File: src/rtl/sb_pkg.sv
// Shared definitions for the two-master system-bus grant controller:
// FSM state encoding, master indices and the abort response code.
package sb_pkg;

    localparam logic [1:0] IDLE = 2'd0;
    localparam logic [1:0] ADDR = 2'd1;
    localparam logic [1:0] RESP = 2'd2;

    localparam logic M0 = 1'b0;
    localparam logic M1 = 1'b1;

    localparam logic SB_RESP_ERR = 1'b1;

    localparam logic [3:0] CREDIT_MAX = 4'd15;

    function automatic logic [3:0] credit_next(input logic [3:0] credit);
        return (credit == CREDIT_MAX) ? credit : credit + 4'd1;
    endfunction

endpackage

File: src/rtl/sb_wrr_pick.sv
// Combinational weighted round-robin pick between M0 and M1: the previous
// owner keeps the path under contention only while it still has credit.
module sb_wrr_pick
    import sb_pkg::*;
(
    input  logic       req_m0,
    input  logic       req_m1,
    input  logic       last_owner,
    input  logic [3:0] credit,
    input  logic [3:0] w0,
    input  logic [3:0] w1,
    output logic       winner,
    output logic       valid
);

    logic [3:0] w_last;

    always_comb begin
        w_last = (last_owner == M0) ? w0 : w1;
        valid  = req_m0 | req_m1;
        if (req_m0 && req_m1) begin
            winner = (credit < w_last) ? last_owner : ~last_owner;
        end else begin
            winner = req_m1 ? M1 : M0;
        end
    end

endmodule

File: src/rtl/sb_wrr_arb.sv
// Grant controller for the shared system-bus slave path (M0 fetch, M1 load/store).
// Optional hung-transaction abort is enabled by defining SB_ARB_TIMEOUT_EN.
module sb_wrr_arb
    import sb_pkg::*;
#(
    parameter int unsigned W0      = 2,
    parameter int unsigned W1      = 1,
    parameter int unsigned TIMEOUT = 256
) (
    input  logic       clk,
    input  logic       rst,
    input  logic       sb_arvalid_m0,
    input  logic       sb_wvalid_m0,
    input  logic       sb_arvalid_m1,
    input  logic       sb_wvalid_m1,
    input  logic       sb_arready_s,
    input  logic       sb_wready_s,
    input  logic       sb_rvalid_s,
    input  logic       sb_rready_s,
    input  logic       sb_bvalid_s,
    input  logic       sb_bready_s,
    output logic       gnt_m0,
    output logic       gnt_m1,
    output logic       gnt_wr,
    output logic       busy,
    output logic       abort,
    output logic [7:0] err_cnt
);

    localparam logic [3:0] W0_L = 4'(W0);
    localparam logic [3:0] W1_L = 4'(W1);

    logic [1:0] state;
    logic       owner;
    logic       is_wr;
    logic       last_owner;
    logic [3:0] credit;
    logic       req_m0;
    logic       req_m1;
    logic       winner;
    logic       win_valid;
    logic       own_arvalid;
    logic       own_wvalid;
    logic       addr_hs;
    logic       resp_hs;
    logic       timeout_hit;

    assign req_m0 = sb_arvalid_m0 | sb_wvalid_m0;
    assign req_m1 = sb_arvalid_m1 | sb_wvalid_m1;

    sb_wrr_pick u_pick (
        .req_m0     (req_m0),
        .req_m1     (req_m1),
        .last_owner (last_owner),
        .credit     (credit),
        .w0         (W0_L),
        .w1         (W1_L),
        .winner     (winner),
        .valid      (win_valid)
    );

    always_comb begin
        own_arvalid = (owner == M0) ? sb_arvalid_m0 : sb_arvalid_m1;
        own_wvalid  = (owner == M0) ? sb_wvalid_m0  : sb_wvalid_m1;
        addr_hs = (state == ADDR) &&
                  (is_wr ? (own_wvalid & sb_wready_s) : (own_arvalid & sb_arready_s));
        resp_hs = (state == RESP) &&
                  (is_wr ? (sb_bvalid_s & sb_bready_s) : (sb_rvalid_s & sb_rready_s));
    end

`ifdef SB_ARB_TIMEOUT_EN
    logic [15:0] tmo_cnt;

    // A response completing on the expiry cycle takes priority over the abort.
    assign timeout_hit = (state != IDLE) && (tmo_cnt == 16'(TIMEOUT - 1)) && !resp_hs;

    always_ff @(posedge clk or posedge rst) begin
        if (rst) begin
            tmo_cnt <= '0;
            err_cnt <= '0;
        end else begin
            tmo_cnt <= (state == IDLE) ? '0 : tmo_cnt + 16'd1;
            if (timeout_hit && err_cnt != 8'hFF) begin
                err_cnt <= err_cnt + 8'd1;
            end
        end
    end
`else
    logic unused_timeout;

    assign unused_timeout = |16'(TIMEOUT);
    assign timeout_hit    = 1'b0;
    assign err_cnt        = '0;
`endif

    always_ff @(posedge clk or posedge rst) begin
        if (rst) begin
            state      <= IDLE;
            owner      <= M0;
            is_wr      <= 1'b0;
            last_owner <= M1;
            credit     <= W1_L;
        end else begin
            case (state)
                IDLE: begin
                    if (win_valid) begin
                        state <= ADDR;
                        owner <= winner;
                        is_wr <= (winner == M0) ? ~sb_arvalid_m0 : ~sb_arvalid_m1;
                        if (winner == last_owner) begin
                            credit <= credit_next(credit);
                        end else begin
                            last_owner <= winner;
                            credit     <= 4'd1;
                        end
                    end
                end
                ADDR: begin
                    if (timeout_hit) begin
                        state <= IDLE;
                    end else if (addr_hs) begin
                        state <= RESP;
                    end
                end
                RESP: begin
                    if (resp_hs || timeout_hit) begin
                        state <= IDLE;
                    end
                end
                default: state <= IDLE;
            endcase
        end
    end

    assign busy   = (state != IDLE);
    assign gnt_m0 = busy && (owner == M0);
    assign gnt_m1 = busy && (owner == M1);
    assign gnt_wr = busy && is_wr;
    assign abort  = timeout_hit;

endmodule

File: config.mk
export PLATFORM = sky130hd
export DESIGN_NAME = sb_wrr_arb
export DESIGN_NICKNAME = d
export VERILOG_FILES = /design/src/rtl/sb_pkg.sv /design/src/rtl/sb_wrr_pick.sv /design/src/rtl/sb_wrr_arb.sv
export SDC_FILE = /design/constraint.sdc
export NUM_CORES = 1
export LEC_CHECK = 0
export ABC_AREA = 1
export CAP_MARGIN = 30
export CORE_UTILIZATION = 39
export DETAILED_ROUTE_END_ITERATION = 8
export PLACE_DENSITY = 0.8
export RECOVER_POWER = 100
export SYNTH_ARGS = -nofsm -noshare
export SYNTH_HDL_FRONTEND = slang
export SYNTH_SLANG_ARGS = --single-unit
File: constraint.sdc
create_clock -name clk -period 1.6 [get_ports clk]
set_clock_uncertainty 0.2 [all_clocks]
set_input_delay 0.32 -clock clk [delete_from_list [all_inputs] [get_ports clk]]
set_output_delay 0.32 -clock clk [all_outputs]
set_load 0.03 [all_outputs]
### Yosys cells after proc, flatten, opt, wreduce, memory -nomap -nowiden

Cells that the tools add are included.

* register bits: 9
* output and inout bits: 13
* word-level logic and storage cells: 54

* add/sub/neg operators: 1
* $lt $le $gt $ge: 1
* equality and inequality tests: 8
* muxes and demuxes: 15
* bitwise gates (word level): 12
* reduce and logical (&&, ||, !) cells: 12

Operators with widths (number)
* $reduce_and 3->1: 3
* $mux 1: 8
* $mux 2: 4
* $mux 4: 2
* $logic_and 1x1->1: 6
* $ne 2x2->1 const B: 3
* $pmux 2 s3: 1
* $not 1->1: 5
* $add 4x1->4 const B: 1
* $and 1x1->1: 4
* $eq 4x4->1 const B: 1
* $lt 4x4->1: 1
* $or 1x1->1: 3
* $eq 2x1->1 const B: 1
* $eq 2x2->1 const B: 1
* $logic_not 2->1: 1
* $ne 2x1->1 const B: 1
* $reduce_and 2->1: 1
* $reduce_bool 2->1: 1
* $eq 1x1->1: 1

### Logic depth before layout (Yosys ltp)

* word-level depth: 7
* depth in mapped cells: 12
* depth with buffers taken out: 12

### Modules after synthesis

Synthesis repeated with hierarchy kept, for this count alone.

* cells, all modules: 121
* area total of the unflattened synthesis: 852.1 µm²

By module, submodules not included
* sb_wrr_arb: instances 1, cells an instance 90, area an instance 674.4 µm², sequential area each 227.7 µm²
* sb_wrr_pick: instances 1, cells an instance 31, area an instance 177.7 µm², sequential area each 0.0 µm²

### Least setup slack after synthesis

OpenSTA, ideal clock, no wires.

* path kind: register -> register
* start point: register last_owner
* end point: register credit[1]
* arrival: 1395 ps
* setup slack: -113 ps
* stages on the path, launching flop included: 10
* buffers on the path: 0
* period minus slack after synthesis: 1713 ps
* cells stage by stage: dfstp_2 -> ha_1 -> nand2_1 -> nand2_1 -> nand2_1 -> nand3_2 -> nand3_1 -> nand3_2 -> nand3_1 -> nand2_1

* longest elaborated chain between the ends: 7

RTL lines
* start: declaration: RTL line sb_wrr_arb.sv:36 `logic last_owner;`
* start signal: assignment: RTL line sb_wrr_arb.sv:113 `last_owner <= winner;`
* $mux 2: RTL line sb_wrr_pick.sv:19 `w_last = (last_owner == M0) ? w0 : w1;`
* $lt 4x4->1: RTL line sb_wrr_pick.sv:22 `winner = (credit < w_last) ? last_owner : ~last_owner;`
* $mux 1: RTL line sb_wrr_pick.sv:22
* $mux 1: RTL line sb_wrr_pick.sv:21 `if (req_m0 && req_m1) begin`
* $eq 1x1->1 *: RTL line sb_wrr_arb.sv:110 `if (winner == last_owner) begin`
* $ne 2x2->1 (no source line)
* $reduce_and 3->1 (no source line)
* end signal: assignment: RTL line sb_wrr_arb.sv:111 `credit <= credit_next(credit);`
* end: declaration: RTL line sb_wrr_arb.sv:37 `logic [3:0] credit;`

Every way passes the cells marked *; elsewhere a longest branch is shown, timed or not.
A chain may end at the register's enable or synchronous reset.

### Final worst setup path

Ends and elaborated chain as after synthesis.

==> results.ini <==
[outcome]
status = finished, violations left
violations = setup timing

[sta]
hold_viol_final = 0
setup_violations = 10
rsz0062_at_grt = true
setup_ws_ps = -151
fin_crit_ps = 1750
fin_crit_sh_pct = 109
max_freq_ghz = 0.571
finalMaxSlewViolations = 0
timing.hold.ws_ps = 244

[critical_path]
critical_path.startpoint = last_owner
setup.worst_path.end = credit[1]
crit_type = reg2reg
cp-start-kind = flop
path_max_fanout = 4
required_ps = 1560
cp.arrival_ps = 1710
reg2reg_to = credit[1]
cp-end-kind = flop
reg2reg_from = last_owner
reg2regPathDepth = 12
reg2reg_slack_ps = -150

[synth]
synth_cell_type_count = 25
avgSynthCellArea_um2 = 7.49
synth_seq_cells = 9
seq_area_frac_synth_pct = 31.3
synth_cells = 97
yosysTopAreaCell = dfrtp_1
synth_area_leaders = dfrtp_1, buf_4, nand2_1
synthDominantCellAreaShare_pct = 24.1
yosysWarningCount = 0
synthesis.area_um2 = 727

[drt]
routed_via_density = 4.67
drtAntennaViolNets = 0
wl_met1_um = 785
vias = 757
wl_met2_um = 991
first_pass_iters = 4
highest_layer = met4
dr_wl_met3_um = 78
drtIter0Drc = 29
drcViolationCount = 0
routed_wl_mm = 1.88
drt-wirelength-per-cell_um = 11.6

[global_routing]
grt_pass1_vias = 703
grt_pass1_wl_mm = 2.86
grt_max_degree = 10
gr-total-overflow = 0
grt_use_total_pct = 19.4
antenna_found_initial = 0

[final_layout]
final_cell_mix = buf_4, inv_1, nand2_1
area_growth_pct = 58.7
diodes = 0
layout.nets = 152
nFillCells = 130
final_common_cell = buf_4
drive_gt1_share_pct = 43.8

[floorplanning]
design.core.area_mm2 = 0.00175
design.die.area_mm2 = 0.00204
rows = 15
die_height_um = 45.2
io_pins = 25
initial_core_util_pct = 41.6
die_x_um = 45.2

[power]
p_seq_share_pct = 19.7
intPower_mw = 1.20
p_leak_nw = 0.572
p_comb_share_pct = 72.2
irDropWorstVdd_v = 0.000940
p_sw_mw = 1.08
clkPwrFrac_pct = 8.1
power_density_mw_per_mm2 = 1970
switching_share_pct = 47.2

[clock_tree]
clkTransAtPathRegs_ps = 70
cts_max_level = 1
clock_latency_ps = 270
cts-root-buf = clkbuf_4
cts_made_buffers = 3
cts.sinks = 9
ctsLongestPathBuffers = 2
cts_tree = built

[placement]
gp_congestion = 0.848
dp_hpwl_mm = 1.34
pre_cts_slack_ps = -209
port_buffers = 15

[run]
timing.max_cap.violations = 0

[hold_path]
hp-class = in2async

synth_stat cells:
master     count
a21oi_1        1
a31o_2         1
buf_4          9
clkinv_4       1
conb_1         1
dfrtp_1        7
dfstp_2        2
ha_1           2
inv_1         15
inv_2          1
nand2_1       17
nand2_2        4
nand2_4        1
nand3_1       12
nand3_2        2
nand4_1        2
nor2_1         5
nor2_2         4
nor2_4         2
o2111ai_1      2
o21ai_0        2
o21ai_2        1
o2bb2ai_1      1
o31ai_1        1
xor2_1         1
layer usage:
metal / track usage, % / up-vias
met5: 0 / -
met4: 4.85 / 0
met3: 4.80 / 4
met2: 32.2 / 28
met1: 25.1 / 353
li1: - / 372
flip-flops by register name, indices dropped and copies added, names as in the netlist:
| signal | count |
|---|---|
| last_owner | 1 |
| credit | 4 |
| owner | 1 |
| is_wr | 1 |
| state | 2 |
logic make-up (layout without fill, tap and decap cells):
family | count (synthesis) | count (layout) | share of synthesized area [%]
compound gates | 9 | 9 | 9.12
fa+ha+maj | 2 | 2 | 3.44
buf+inv | 26 | 58 | 18.8
xor+xnor | 1 | 1 | 1.21
flops | 9 | 9 | 31.3
simple gates | 49 | 49 | 35.6
other cells | 1 | 9 | 0.516
layout make-up:
cell class / count / area (um^2) / area share (%)
clock buffer: 4 / 26.3 / 2.28
inverter: 17 / 68.8 / 5.97
multi-input combinational: 70 / 477 / 41.3
sequential: 9 / 229 / 19.8
tap: 25 / 31.3 / 2.71
timing repair buffer: 37 / 322 / 27.9
per-stage QoR:
step	setup TNS [ps]	cell area [um^2]	util, %	power, mW	instances
final	-901	1150	66.1	2.28	162
after global routing	-1590	1150	66.1	2.42	162
after CTS	-924	1080	62.2	2.01	160
after detailed placement	-1410	1020	58.4	1.72	154
after global placement	-1240	1020	58.4	1.69	154
after floorplan	-418	777	-	1.23	105
power by group through the flow:
stage / clock [mW] / sequential, mW / combinational, mW
finish: 0.184 / 0.448 / 1.64
global route: 0.205 / 0.462 / 1.75
CTS: 0.190 / 0.439 / 1.38
detailed placement: 0 / 0.442 / 1.27
global placement: 0 / 0.439 / 1.25
floorplan: 0 / 0.439 / 0.794
how the worst min path moves through the flow:
stage,end,startpoint,slack [ps],cells after the start
floorplan,credit[1],rst,-50,1
global placement,credit[3],credit[3],330,3
detailed placement,credit[3],credit[3],320,3
CTS,is_wr,rst,120,2
global route,is_wr,rst,270,2
finish,is_wr,rst,240,2
repair_timing:
item,CTS,global route
gates cloned,0,0
pin swaps,6,7
setup endpoints to repair,11,11
hold buffers,0,0
gates resized for setup,9,19
buffers inserted,2,2
worst max-delay path, stage by stage (launching register included):
cell and delay, ps:
dfstp_2 570, ha_4 130, inv_2 30, nand2_2 60, nor2_4 40, nand2_2 60
nand2_2 60, nand3_4 110, nand2_4 80, nand2_4 90, nand3_4 90, nand3_2 70
nand2_1 60
(Power assumes the default switching activity.)
